===== config.mk =====
export PLATFORM = sky130hd
export DESIGN_NAME = hazard_stall_controller
export DESIGN_NICKNAME = d
export VERILOG_FILES = /design/src/rtl/hazard_stall_controller_pkg.sv /design/src/rtl/hazard_stall_controller_mdu_busy_tracker.sv /design/src/rtl/hazard_stall_controller.sv
export SDC_FILE = /design/constraint.sdc
export NUM_CORES = 1
export LEC_CHECK = 0
export CAP_MARGIN = 15
export CORE_MARGIN = 3
export CORE_UTILIZATION = 55
export CTS_BUF_LIST = sky130_fd_sc_hd__clkbuf_8
export DETAILED_ROUTE_END_ITERATION = 12
export DONT_BUFFER_PORTS = 1
export GPL_ROUTABILITY_DRIVEN = 0
export HOLD_SLACK_MARGIN = 0.06
export PLACE_DENSITY = 0.7
export RECOVER_POWER = 50
export SETUP_SLACK_MARGIN = 0.1
export SYNTH_ARGS = -nofsm -noshare
export SYNTH_HDL_FRONTEND = slang
export SYNTH_HIERARCHICAL = 1
export SYNTH_SLANG_ARGS = --single-unit
export TNS_END_PERCENT = 10

===== constraint.sdc =====
create_clock -name clk -period 2.35 [get_ports clk]
set_clock_uncertainty 0.05 [all_clocks]
set_input_delay 0.47 -clock clk [delete_from_list [all_inputs] [get_ports clk]]
set_output_delay 0.47 -clock clk [all_outputs]
set_load 0.03 [all_outputs]

===== src/rtl/hazard_stall_controller_pkg.sv =====
`default_nettype none
// ============================================================================
// Module      : hazard_pkg
// Description : Shared definitions for the pipeline hazard / stall controller.
//               Holds the MDU tracker state encoding, the hard-wired zero
//               register index, the default MDU latency and a helper that
//               compares a producer destination against the ID-stage sources.
// Macros      : none
// Revision    : 1.0 - initial release
// ============================================================================
package hazard_pkg;

    // MDU busy-tracker states
    typedef enum logic [0:0] {
        IDLE = 1'b0,
        BUSY = 1'b1
    } mdu_state_t;

    // Register $0 is hard-wired to zero, so it never carries a dependency
    localparam logic [4:0] REG_ZERO = 5'd0;

    // Default number of cycles the MDU stays busy after an issue
    localparam int MDU_LATENCY_DEF = 32;

    // True when producer destination r feeds a source operand of the ID
    // instruction. A destination of $0 is never a real dependency.
    function automatic logic reg_match(
        input logic [4:0] r,
        input logic [4:0] rs,
        input logic [4:0] rt,
        input logic       uses_rt
    );
        return (r != REG_ZERO) && ((r == rs) || (uses_rt && (r == rt)));
    endfunction

endpackage : hazard_pkg
`default_nettype wire


===== src/rtl/hazard_stall_controller_mdu_busy_tracker.sv =====
`default_nettype none
// ============================================================================
// Module      : mdu_busy_tracker
// Description : Tracks an in-flight multi-cycle multiply/divide operation.
//               A start that actually issues loads a down-counter with
//               MDU_LATENCY-1; busy is high from the cycle after issue for
//               exactly MDU_LATENCY cycles.
// Ports       : clk    - core clock
//               rst_n  - synchronous active-low reset
//               start  - ID instruction is mult/div
//               issue  - ID instruction leaves ID this cycle (not stalled)
//               busy   - registered, MDU operation in flight
// Macros      : none
// Revision    : 1.0 - initial release
// ============================================================================
module mdu_busy_tracker
    import hazard_pkg::*;
#(
    parameter int MDU_LATENCY = MDU_LATENCY_DEF,
    parameter int CNT_W       = 6
) (
    input  logic clk,
    input  logic rst_n,
    input  logic start,
    input  logic issue,
    output logic busy
);

    localparam logic [CNT_W-1:0] C_LOAD = CNT_W'(MDU_LATENCY - 1);

    mdu_state_t       r_state;
    logic [CNT_W-1:0] r_count;
    logic             r_busy;

    // Single registered FSM; busy is a registered copy of (state == BUSY)
    always_ff @(posedge clk) begin
        if (!rst_n) begin
            r_state <= IDLE;
            r_count <= '0;
            r_busy  <= 1'b0;
        end else begin
            case (r_state)
                IDLE: begin
                    if (start && issue) begin
                        r_state <= BUSY;
                        r_count <= C_LOAD;
                        r_busy  <= 1'b1;
                    end
                end
                BUSY: begin
                    // The terminal count cycle is still a busy cycle; a
                    // start seen here is stalled by the top and issues from
                    // IDLE on the following cycle.
                    if (r_count == '0) begin
                        r_state <= IDLE;
                        r_busy  <= 1'b0;
                    end else begin
                        r_count <= r_count - CNT_W'(1);
                    end
                end
                default: begin
                    r_state <= IDLE;
                    r_count <= '0;
                    r_busy  <= 1'b0;
                end
            endcase
        end
    end

    assign busy = r_busy;

endmodule : mdu_busy_tracker
`default_nettype wire


===== src/rtl/hazard_stall_controller.sv =====
`default_nettype none
// ============================================================================
// Module      : hazard_stall_controller
// Description : Pipeline sequencing controller for the 5-stage MIPS core.
//               Detects hazards the forwarding network cannot cover
//               (load-use, branch-in-ID operand dependencies, MDU busy) and
//               drives PC / IF-ID hold, ID-EX bubble and IF-ID flush.
// Ports       : clk, rst_n          - clock, synchronous active-low reset
//               IF_ID_rs/rt         - ID-stage source registers
//               ID_uses_rt          - ID instruction reads rt
//               ID_branch/_taken    - beq/bne in ID and its outcome
//               ID_mdu_start        - mult/div in ID
//               ID_hilo_read        - mfhi/mflo in ID
//               ID_EX_dest/_reg_write/_mem_read - EX-stage producer
//               EX_MEM_rd/_mem_read - MEM-stage producer
//               pc_write, if_id_write, id_ex_bubble, if_id_flush, mdu_busy
//               perf_stall_cycles, perf_flushes (HAZARD_PERF_CNT_EN only)
// Macros      : HAZARD_PERF_CNT_EN - adds saturating stall/flush counters
// Revision    : 1.0 - initial release
// ============================================================================
module hazard_stall_controller
    import hazard_pkg::*;
#(
    parameter int MDU_LATENCY = MDU_LATENCY_DEF,
    parameter int CNT_W       = 6
) (
    input  logic        clk,
    input  logic        rst_n,
    input  logic [4:0]  IF_ID_rs,
    input  logic [4:0]  IF_ID_rt,
    input  logic        ID_uses_rt,
    input  logic        ID_branch,
    input  logic        ID_branch_taken,
    input  logic        ID_mdu_start,
    input  logic        ID_hilo_read,
    input  logic [4:0]  ID_EX_dest,
    input  logic        ID_EX_reg_write,
    input  logic        ID_EX_mem_read,
    input  logic [4:0]  EX_MEM_rd,
    input  logic        EX_MEM_mem_read,
    output logic        pc_write,
    output logic        if_id_write,
    output logic        id_ex_bubble,
    output logic        if_id_flush,
    output logic        mdu_busy
`ifdef HAZARD_PERF_CNT_EN
    ,
    output logic [31:0] perf_stall_cycles,
    output logic [31:0] perf_flushes
`endif
);

    logic w_ex_match;
    logic w_mem_match;
    logic w_load_use;
    logic w_br_ex;
    logic w_br_mem;
    logic w_mdu_stall;
    logic w_stall;
    logic w_flush;
    logic w_mdu_busy;

    assign w_ex_match  = reg_match(ID_EX_dest, IF_ID_rs, IF_ID_rt, ID_uses_rt);
    assign w_mem_match = reg_match(EX_MEM_rd,  IF_ID_rs, IF_ID_rt, ID_uses_rt);

    // Load data only exists after MEM, so an EX-stage load cannot forward
    assign w_load_use  = ID_EX_mem_read && w_ex_match;
    // Branches compare in ID, ahead of the EX result and the MEM load data
    assign w_br_ex     = ID_branch && ID_EX_reg_write && w_ex_match;
    assign w_br_mem    = ID_branch && EX_MEM_mem_read && w_mem_match;
    // One MDU op at a time; HI/LO are not valid until the op completes
    assign w_mdu_stall = w_mdu_busy && (ID_mdu_start || ID_hilo_read);

    assign w_stall = w_load_use || w_br_ex || w_br_mem || w_mdu_stall;

    // Flush is derived from stall, never the reverse, so no loop exists
    assign w_flush = ID_branch && ID_branch_taken && !w_stall;

    // While in reset the pipeline is frozen and fed bubbles
    assign pc_write     = rst_n && !w_stall;
    assign if_id_write  = rst_n && !w_stall;
    assign id_ex_bubble = !rst_n || w_stall;
    assign if_id_flush  = rst_n && w_flush;
    assign mdu_busy     = w_mdu_busy;

    mdu_busy_tracker #(
        .MDU_LATENCY (MDU_LATENCY),
        .CNT_W       (CNT_W)
    ) u_mdu_busy_tracker (
        .clk   (clk),
        .rst_n (rst_n),
        .start (ID_mdu_start),
        .issue (!w_stall),
        .busy  (w_mdu_busy)
    );

`ifdef HAZARD_PERF_CNT_EN
    logic [31:0] r_perf_stall_cycles;
    logic [31:0] r_perf_flushes;

    // Saturating event counters
    always_ff @(posedge clk) begin
        if (!rst_n) begin
            r_perf_stall_cycles <= '0;
            r_perf_flushes      <= '0;
        end else begin
            if (w_stall && (r_perf_stall_cycles != 32'hFFFF_FFFF)) begin
                r_perf_stall_cycles <= r_perf_stall_cycles + 32'd1;
            end
            if (w_flush && (r_perf_flushes != 32'hFFFF_FFFF)) begin
                r_perf_flushes <= r_perf_flushes + 32'd1;
            end
        end
    end

    assign perf_stall_cycles = r_perf_stall_cycles;
    assign perf_flushes      = r_perf_flushes;
`endif

endmodule : hazard_stall_controller
`default_nettype wire

* After elaboration in Yosys (flattened, before gate mapping)
Index checks and enable logic that the tools add are counted.
** Word-level totals
- Register bits :: 8
- Word-level logic and storage cells :: 50
- Input bits :: 30
- Output and inout bits :: 5
** Operators by class
- Bitwise logic cells :: 1
- Equal/unequal tests :: 7
- $add $sub $neg :: 1
- Reductions and logical operators :: 29
- Mux-type cells :: 9
** Operators by type and width (count)
- 5-bit == test :: 4
- 1-bit logical AND :: 15
- 6-bit two-way mux :: 2
- 6-bit case mux with 2 select lines :: 1
- 5-bit nonzero test :: 2
- 1-bit logical OR :: 7
- 6-bit zero test :: 1
- 6-bit by 1-bit subtractor with 6-bit output, second input constant :: 1
- 1-bit two-way mux :: 4
- 2-bit inequality test, second input constant :: 2
- 1-bit case mux with 2 select lines :: 2
- 2-bit AND reduction :: 2
- 1-bit zero test :: 2
- 2-bit by 1-bit inequality test with 1-bit output, second input constant :: 1
- 1-bit inverter :: 1

* Depth between registers and ports, before layout
Gate-level depths: netlist (run 1).
- Word-level depth :: 12
- Depth in mapped cells :: 7
- Gate-level depth less buffers :: 7

* Hierarchy
Netlist (run 1), hierarchy kept.
** By module, submodules not included
- mdu_busy_tracker :: times used 1, seq. area each 160.2 um^2, area each 420.4 um^2, cells an instance 49
- hazard_stall_controller :: times used 1, seq. area each 0.0 um^2, area each 309.0 um^2, cells an instance 39

* Worst setup path after synthesis (run 1)
No wires, ideal clock.
- Path type :: input to output
- From :: in EX_MEM_rd[1]
- To :: out pc_write
- Stages on the path :: 5
- Path buffers :: 1
- Data arrival time :: 1.914 ns
- Slack :: -0.084 ns
- Required time :: 1.830 ns
- Path through :: or4_4 o211ai_2 o221a_2 and2_1 buf_4
** On the way
- Cells in the longest elaborated chain, start to end :: 9
- Elaborated cells between the ends (all ways) :: 11
- Classes of those cells :: 2 x eq/ne; 9 x reduce/logical
** RTL lines
- from (decl) :: RTL line hazard_stall_controller.sv:39 : input logic [4:0] EX_MEM_rd,
- 5-bit == test :: RTL line hazard_stall_controller_pkg.sv:33 : return (r != REG_ZERO) && ((r == rs) || (uses_rt && (r == rt)));
- 1-bit logical AND :: RTL line hazard_stall_controller_pkg.sv:33
- 1-bit logical OR :: RTL line hazard_stall_controller_pkg.sv:33
- 1-bit logical AND * :: RTL line hazard_stall_controller_pkg.sv:33
- 1-bit logical AND * :: RTL line hazard_stall_controller.sv:70 : assign w_br_mem = ID_branch && EX_MEM_mem_read && w_mem_match;
- 1-bit logical OR * (2 in a row) :: RTL line hazard_stall_controller.sv:74 : assign w_stall = w_load_use || w_br_ex || w_br_mem || w_mdu_stall;
- 1-bit zero test *
- 1-bit logical AND *
- to (decl) :: RTL line hazard_stall_controller.sv:41 : output logic pc_write,
Every way passes the cells marked *; elsewhere a longest branch is shown, timed or not.

* Worst setup path in the final report (run 1)
- From :: in EX_MEM_rd[1]
- To :: out if_id_flush
** On the way
- Cells in the longest elaborated chain, start to end :: 10
- Elaborated cells between the ends (all ways) :: 12
- Classes of those cells :: 2 x eq/ne; 10 x reduce/logical
** RTL lines
- 5-bit == test :: RTL line hazard_stall_controller_pkg.sv:33
- 1-bit logical AND :: RTL line hazard_stall_controller_pkg.sv:33
- 1-bit logical OR :: RTL line hazard_stall_controller_pkg.sv:33
- 1-bit logical AND * :: RTL line hazard_stall_controller_pkg.sv:33
- 1-bit logical AND * :: RTL line hazard_stall_controller.sv:70
- 1-bit logical OR * (2 in a row) :: RTL line hazard_stall_controller.sv:74
- 1-bit zero test * :: RTL line hazard_stall_controller.sv:77 : assign w_flush = ID_branch && ID_branch_taken && !w_stall;
- 1-bit logical AND * :: RTL line hazard_stall_controller.sv:77
- 1-bit logical AND * :: RTL line hazard_stall_controller.sv:83 : assign if_id_flush = rst_n && w_flush;
- to (decl) :: RTL line hazard_stall_controller.sv:44 : output logic if_id_flush,
Marks and branches as above.

==> flow_metrics.tcl, run 1 <==
set metrics [dict create \
    status "finished, final reports clean" \
    post-place-cells 101 \
    vias_per_cell 6.423 \
    cts_buffers 3 \
    final_common_cell "xor2_1" \
    r2r_end "u_mdu_busy_tracker/busy$_SDFFE_PN0P_" \
    leakagePower_nw 0.3026 \
    hold_class "primary input to flop" \
    syn_inst 88 \
    start_kind "primary input" \
    ys_warn_count 6 \
    crit_family "simple AND/OR/NAND/NOR gates" \
    ctsHoldBuffers 0 \
    synth-edff-count 0 \
    setup_viol 0 \
    fin_crit_ps 2225 \
    nNetsFinal 124 \
    wire_per_inst_um 15.88 \
    r2r_cells 6 \
    drive_gt1_share_pct 10.00 \
    pre_cts_ws_ps 64.47 \
    avgSynthCellArea_um2 8.289 \
    cp_max_fo 4 \
    synthDistinctLibCells 36 \
    htree_levels 1 \
    grt_max_degree 12 \
    grt_pass1_vias 596 \
    grt_pass1_wl_um 2580 \
    cts_tree "yes" \
    critical_path_required_ps 1830 \
    place.port_buffers 0 \
    area_growth_pct 7.033 \
    fmax_ghz 0.4494 \
    period_share_pct 94.69 \
    num_vias 668 \
    die-area_mm2 0.001799 \
    antenna_found_initial 0 \
    initial_core_util_pct 62.29 \
    cp.depth 4 \
    synthesis.nets 120 \
    mostFrequentLayoutCells "18 x xor2_1, 8 x dfxtp_1, 7 x a21oi_1" \
    fin_hold_ws_ps 345.6 \
    worst_slack_ps 124.8 \
    fin_setup_tns_ps 0 \
    place_area_um2 747.0 \
    dieHeight_um 42.42 \
    ys.flop_type "dfxtp_1" \
    drv_cap 0 \
    io_pins 35 \
    end_kind "primary output" \
    hpwl_um 1330 \
    finalInstanceArea_um2 780.7 \
    r2r-start "u_mdu_busy_tracker/busy$_SDFFE_PN0P_" \
    fp.dieW_um 42.42 \
    crit_buf_inv 0 \
    cp_data_arrival_time_ps 1710 \
    syn_area_um2 729.5 \
    p_per_area_mw_per_mm2 700.9 \
    core_area_mm2 0.001171 \
    maxSlewViolCount 0 \
    clk_pin_slew_worst_paths_ps 40 \
    groute.usage.overall_pct 18.67 \
    min_to "u_mdu_busy_tracker/r_count[0]$_SDFFE_PN0P_" \
    clock_latency_ps 220 \
    hold_start "rst_n" \
    wirelength_um 1651 \
    dr.pass1.iters 4 \
    cpPeakStageDelay_ps 520 \
    clockRootBuffer "clkbuf_8" \
    r2r_slack_ps 780 \
    ys_seq_area_share_pct 21.96 \
    grt-ovfl-total 0 \
    hold_viol 0 \
    drtIter0Drc 21 \
    ys_ff_latch 8 \
    max_slew_margin_pct 59.15 \
    insertedDiodeCount 0 \
    vdd_drop_max_v 0.0005435 \
    clock-sinks 8 \
    grt_setup_unrepaired "false" \
    criticalPathCategory "primary input to primary output" \
    p_total_uw 547.2 \
    crit_chain "or4_4 > o211ai_1 > o221a_2 > and4_4" \
    drc 0 \
    final_cells 104 \
    rows 12 \
    clockBufferDepth 2 \
    hold_path_depth 1 \
    worst_pin_slew_ps 608.0 \
    postSynth.asyncResetShare_pct 0 \
    fin_util_pct 66.67 \
    cp_slowest_cell "or4_4" \
    postRouteAntennaNets 0 \
]
cell families after synthesis:
kind of cell | synth area share [%]
compound gates | 25.21
simple gates | 20.93
xor+xnor | 24.01
flops | 21.95
buf+inv | 3.087
fa+ha+maj | 3.430
mux | 1.372
what timing repair did:
action,4_1_cts,5_1_grt
hold endpoints to repair,0,0
resized for setup,1,1
buffers inserted,0,0
pin swaps,0,2
setup endpoints to repair,1,1
layer usage:
layer  GRT usage, %  wire (um)  vias up
met5              0          0        -
met4          1.863          0        0
met3          10.30        175        0
met2          23.71        673       32
met1          27.74        802      305
li1               -          -      331
power breakdown:
| group | internal (mW) | switching [mW] |
|---|---|---|
| Combinational | 0.0816 | 0.106 |
| Sequential | 0.161 | 0.0379 |
| Clock | 0.111 | 0.0502 |
| Total | 0.353 | 0.194 |
worst max-delay path by stage:
stage / end / start / slack, ps
floorplan: pc_write / EX_MEM_rd[1] / 80
global placement: if_id_flush / ID_EX_dest[1] / 80
detailed placement: if_id_flush / ID_EX_dest[1] / 60
CTS: if_id_flush / ID_EX_dest[1] / 110
global route: if_id_flush / EX_MEM_rd[1] / 80
finish: if_id_flush / EX_MEM_rd[1] / 120
layout make-up:
| type | count | area (um2) |
|---|---|---|
| inverter | 3 | 11.26 |
| multi-input combinational | 75 | 546.8 |
| sequential | 8 | 160.2 |
| timing repair buffer | 1 | 3.754 |
| fill | 100 | 390.4 |
| clock buffer | 3 | 41.29 |
| tap | 14 | 17.52 |
cells in the mapped netlist (2+ instances only):
cell type  number  share of area (%)
xor2_1         18                 22
dfxtp_1         8                 22
a21oi_1         7                4.8
nor2_1          4                2.1
o21ai_0         4                2.7
inv_1           3                1.5
nand2_1         3                1.5
nand2b_1        3                2.6
nor3_1          3                2.1
a311oi_1        2                2.4
a31oi_1         2                1.7
a32oi_1         2                2.4
ha_1            2                3.4
nor4_1          2                1.7
o31ai_1         2                2.1
or3_1           2                1.7
xnor2_1         2                2.4
state kept, by name, indices dropped and copies added (netlist names):
register	count
u_mdu_busy_tracker/r_count	6
u_mdu_busy_tracker/r_state	1
u_mdu_busy_tracker/busy	1
Power figures use the tool's default switching activity.
==> run 2: changes to the inputs <==
--- a/config.mk
+++ b/config.mk
@@ -7,13 +7,12 @@
 export LEC_CHECK = 0
 export CAP_MARGIN = 15
 export CORE_MARGIN = 3
-export CORE_UTILIZATION = 55
+export CORE_UTILIZATION = 45
 export CTS_BUF_LIST = sky130_fd_sc_hd__clkbuf_8
 export DETAILED_ROUTE_END_ITERATION = 12
 export DONT_BUFFER_PORTS = 1
 export GPL_ROUTABILITY_DRIVEN = 0
 export HOLD_SLACK_MARGIN = 0.06
-export PLACE_DENSITY = 0.7
 export RECOVER_POWER = 50
 export SETUP_SLACK_MARGIN = 0.1
 export SYNTH_ARGS = -nofsm -noshare
==> flow_metrics.tcl, run 2 (synthesized netlist as in run 1, its figures left out) <==
set metrics [dict create \
    rows 13 \
    clockRootBuffer "clkbuf_8" \
    p_total_uw 555.1 \
    fmax_ghz 0.4501 \
    vias_per_cell 6.286 \
    fp.dieW_um 46.26 \
    grt_pass1_vias 606 \
    status "finished, final reports clean" \
    cp_data_arrival_time_ps 1700 \
    clock_latency_ps 230 \
    cp_slowest_cell "or4_1" \
    cpPeakStageDelay_ps 560 \
    dr.pass1.iters 4 \
    nNetsFinal 124 \
    cts_buffers 3 \
    crit_family "simple AND/OR/NAND/NOR gates" \
    fin_setup_tns_ps 0 \
    core_area_mm2 0.001415 \
    clock_power_share_pct 30.1 \
    area_growth_pct 8.405 \
    die-area_mm2 0.002140 \
    crit_chain "or4_1 > o21ai_2 > o221a_2 > and4_4" \
    wire_per_inst_um 17.22 \
    antenna_found_initial 0 \
    p_int_uw 354.3 \
    postCtsSetupRepairBufs 0 \
    io_pins 35 \
    place.port_buffers 0 \
    fin_crit_ps 2222 \
    drv_cap 0 \
    comb_power_share_pct 34.2 \
    htree_levels 1 \
    n_fill_cell 136 \
    mostFrequentLayoutCells "18 x xor2_1, 8 x dfxtp_1, 7 x a21oi_1" \
    clock-sinks 8 \
    clockBufferDepth 2 \
    drtIter0Drc 24 \
    largest_reg_flops 6 \
    dieHeight_um 46.26 \
    end_kind "primary output" \
    period_share_pct 94.54 \
    p_seq_share_pct 35.7 \
    cp_max_fo 4 \
    hold_class "primary input to flop" \
    start_kind "primary input" \
    insertedDiodeCount 0 \
    largest-register "u_mdu_busy_tracker/r_count" \
    hpwl_um 1423 \
    critical_path_required_ps 1830 \
    groute.usage.overall_pct 18.38 \
    num_vias 660 \
    setup_viol 0 \
    cts_tree "yes" \
    regArea_um2 160.2 \
    initial_core_util_pct 51.55 \
    drc 0 \
    p_sw_uw 200.8 \
    p_sw_share_pct 36.17 \
    ctsHoldBuffers 0 \
    grt_pass1_wl_um 2670 \
    worst_pin_slew_ps 618.6 \
    max_slew_margin_pct 58.44 \
    multi_input_area_um2 555.5 \
    grt_max_degree 12 \
    final_common_cell "xor2_1" \
    p_per_area_mw_per_mm2 702.0 \
    clk_pin_slew_worst_paths_ps 40 \
    criticalPathCategory "primary input to primary output" \
    grt_setup_unrepaired "false" \
    wirelength_um 1808 \
    crit_buf_inv 0 \
    drive_gt1_share_pct 12.22 \
    leakagePower_nw 0.3071 \
    maxSlewViolCount 0 \
    grt-ovfl-total 0 \
    hold_viol 0 \
    vdd_drop_max_v 0.0005353 \
    postRouteAntennaNets 0 \
]
## run 2: area by class of cell
cell class | instances | area share [%]
Tap cell | 15 | 2.373
Multi-Input combinational cell | 75 | 70.25
Clock buffer | 3 | 5.222
Inverter | 3 | 1.424
Timing Repair Buffer | 1 | 0.4747
Sequential cell | 8 | 20.25
## run 2: what timing repair did
item	4_1_cts	5_1_grt
pin swaps	0	1
resized for setup	2	2
endpoints found under the setup margin	3	4
cloned	0	0
endpoints found under the hold margin	0	0
## run 2: layer usage
| layer | GRT usage (%) | share of wire [%] | routed length, um |
|---|---|---|---|
| met1 | 26.09 | 49 | 879 |
| met2 | 22.53 | 40 | 718 |
| met3 | 8.594 | 9.8 | 177 |
| met4 | 8.523 | 1.8 | 32 |
| met5 | 0 | 0 | 0 |
## run 2: through the flow
stage,instance area (um2),std cells,hold slack [ps],util [%],setup WS (ps)
CTS,790.8,105,334.0,55.88,103.9
global route,790.8,105,332.7,55.88,90.13
floorplan,733.2,88,415.8,-,84.82
finish,790.8,105,337.9,55.88,128.2
global placement,748.2,102,434.7,52.87,72.29
detailed placement,748.2,102,438.6,52.87,7.395
## run 2: power by group through the flow
stage                     sequential, mW  clock [mW]  combinational (mW)
after floorplan                    0.187           0               0.163
after global placement             0.201           0               0.186
after detailed placement           0.200           0               0.186
after CTS                          0.198       0.171               0.189
after global routing               0.203       0.184               0.212
final                              0.198       0.167               0.190
## run 2: final timing paths
check                                             startpoint                                    endpoint  slack [ps]  depth (start not counted)
hold reg to reg   u_mdu_busy_tracker/r_count[5]$_SDFFE_PN0P_  u_mdu_busy_tracker/r_count[5]$_SDFFE_PN0P_         440                          2
hold / removal                                         rst_n  u_mdu_busy_tracker/r_count[5]$_SDFFE_PN0P_         340                          2
setup reg to reg        u_mdu_busy_tracker/busy$_SDFFE_PN0P_        u_mdu_busy_tracker/busy$_SDFFE_PN0P_         750                          6
setup / recovery                               ID_EX_dest[1]                                 if_id_flush         130                          4
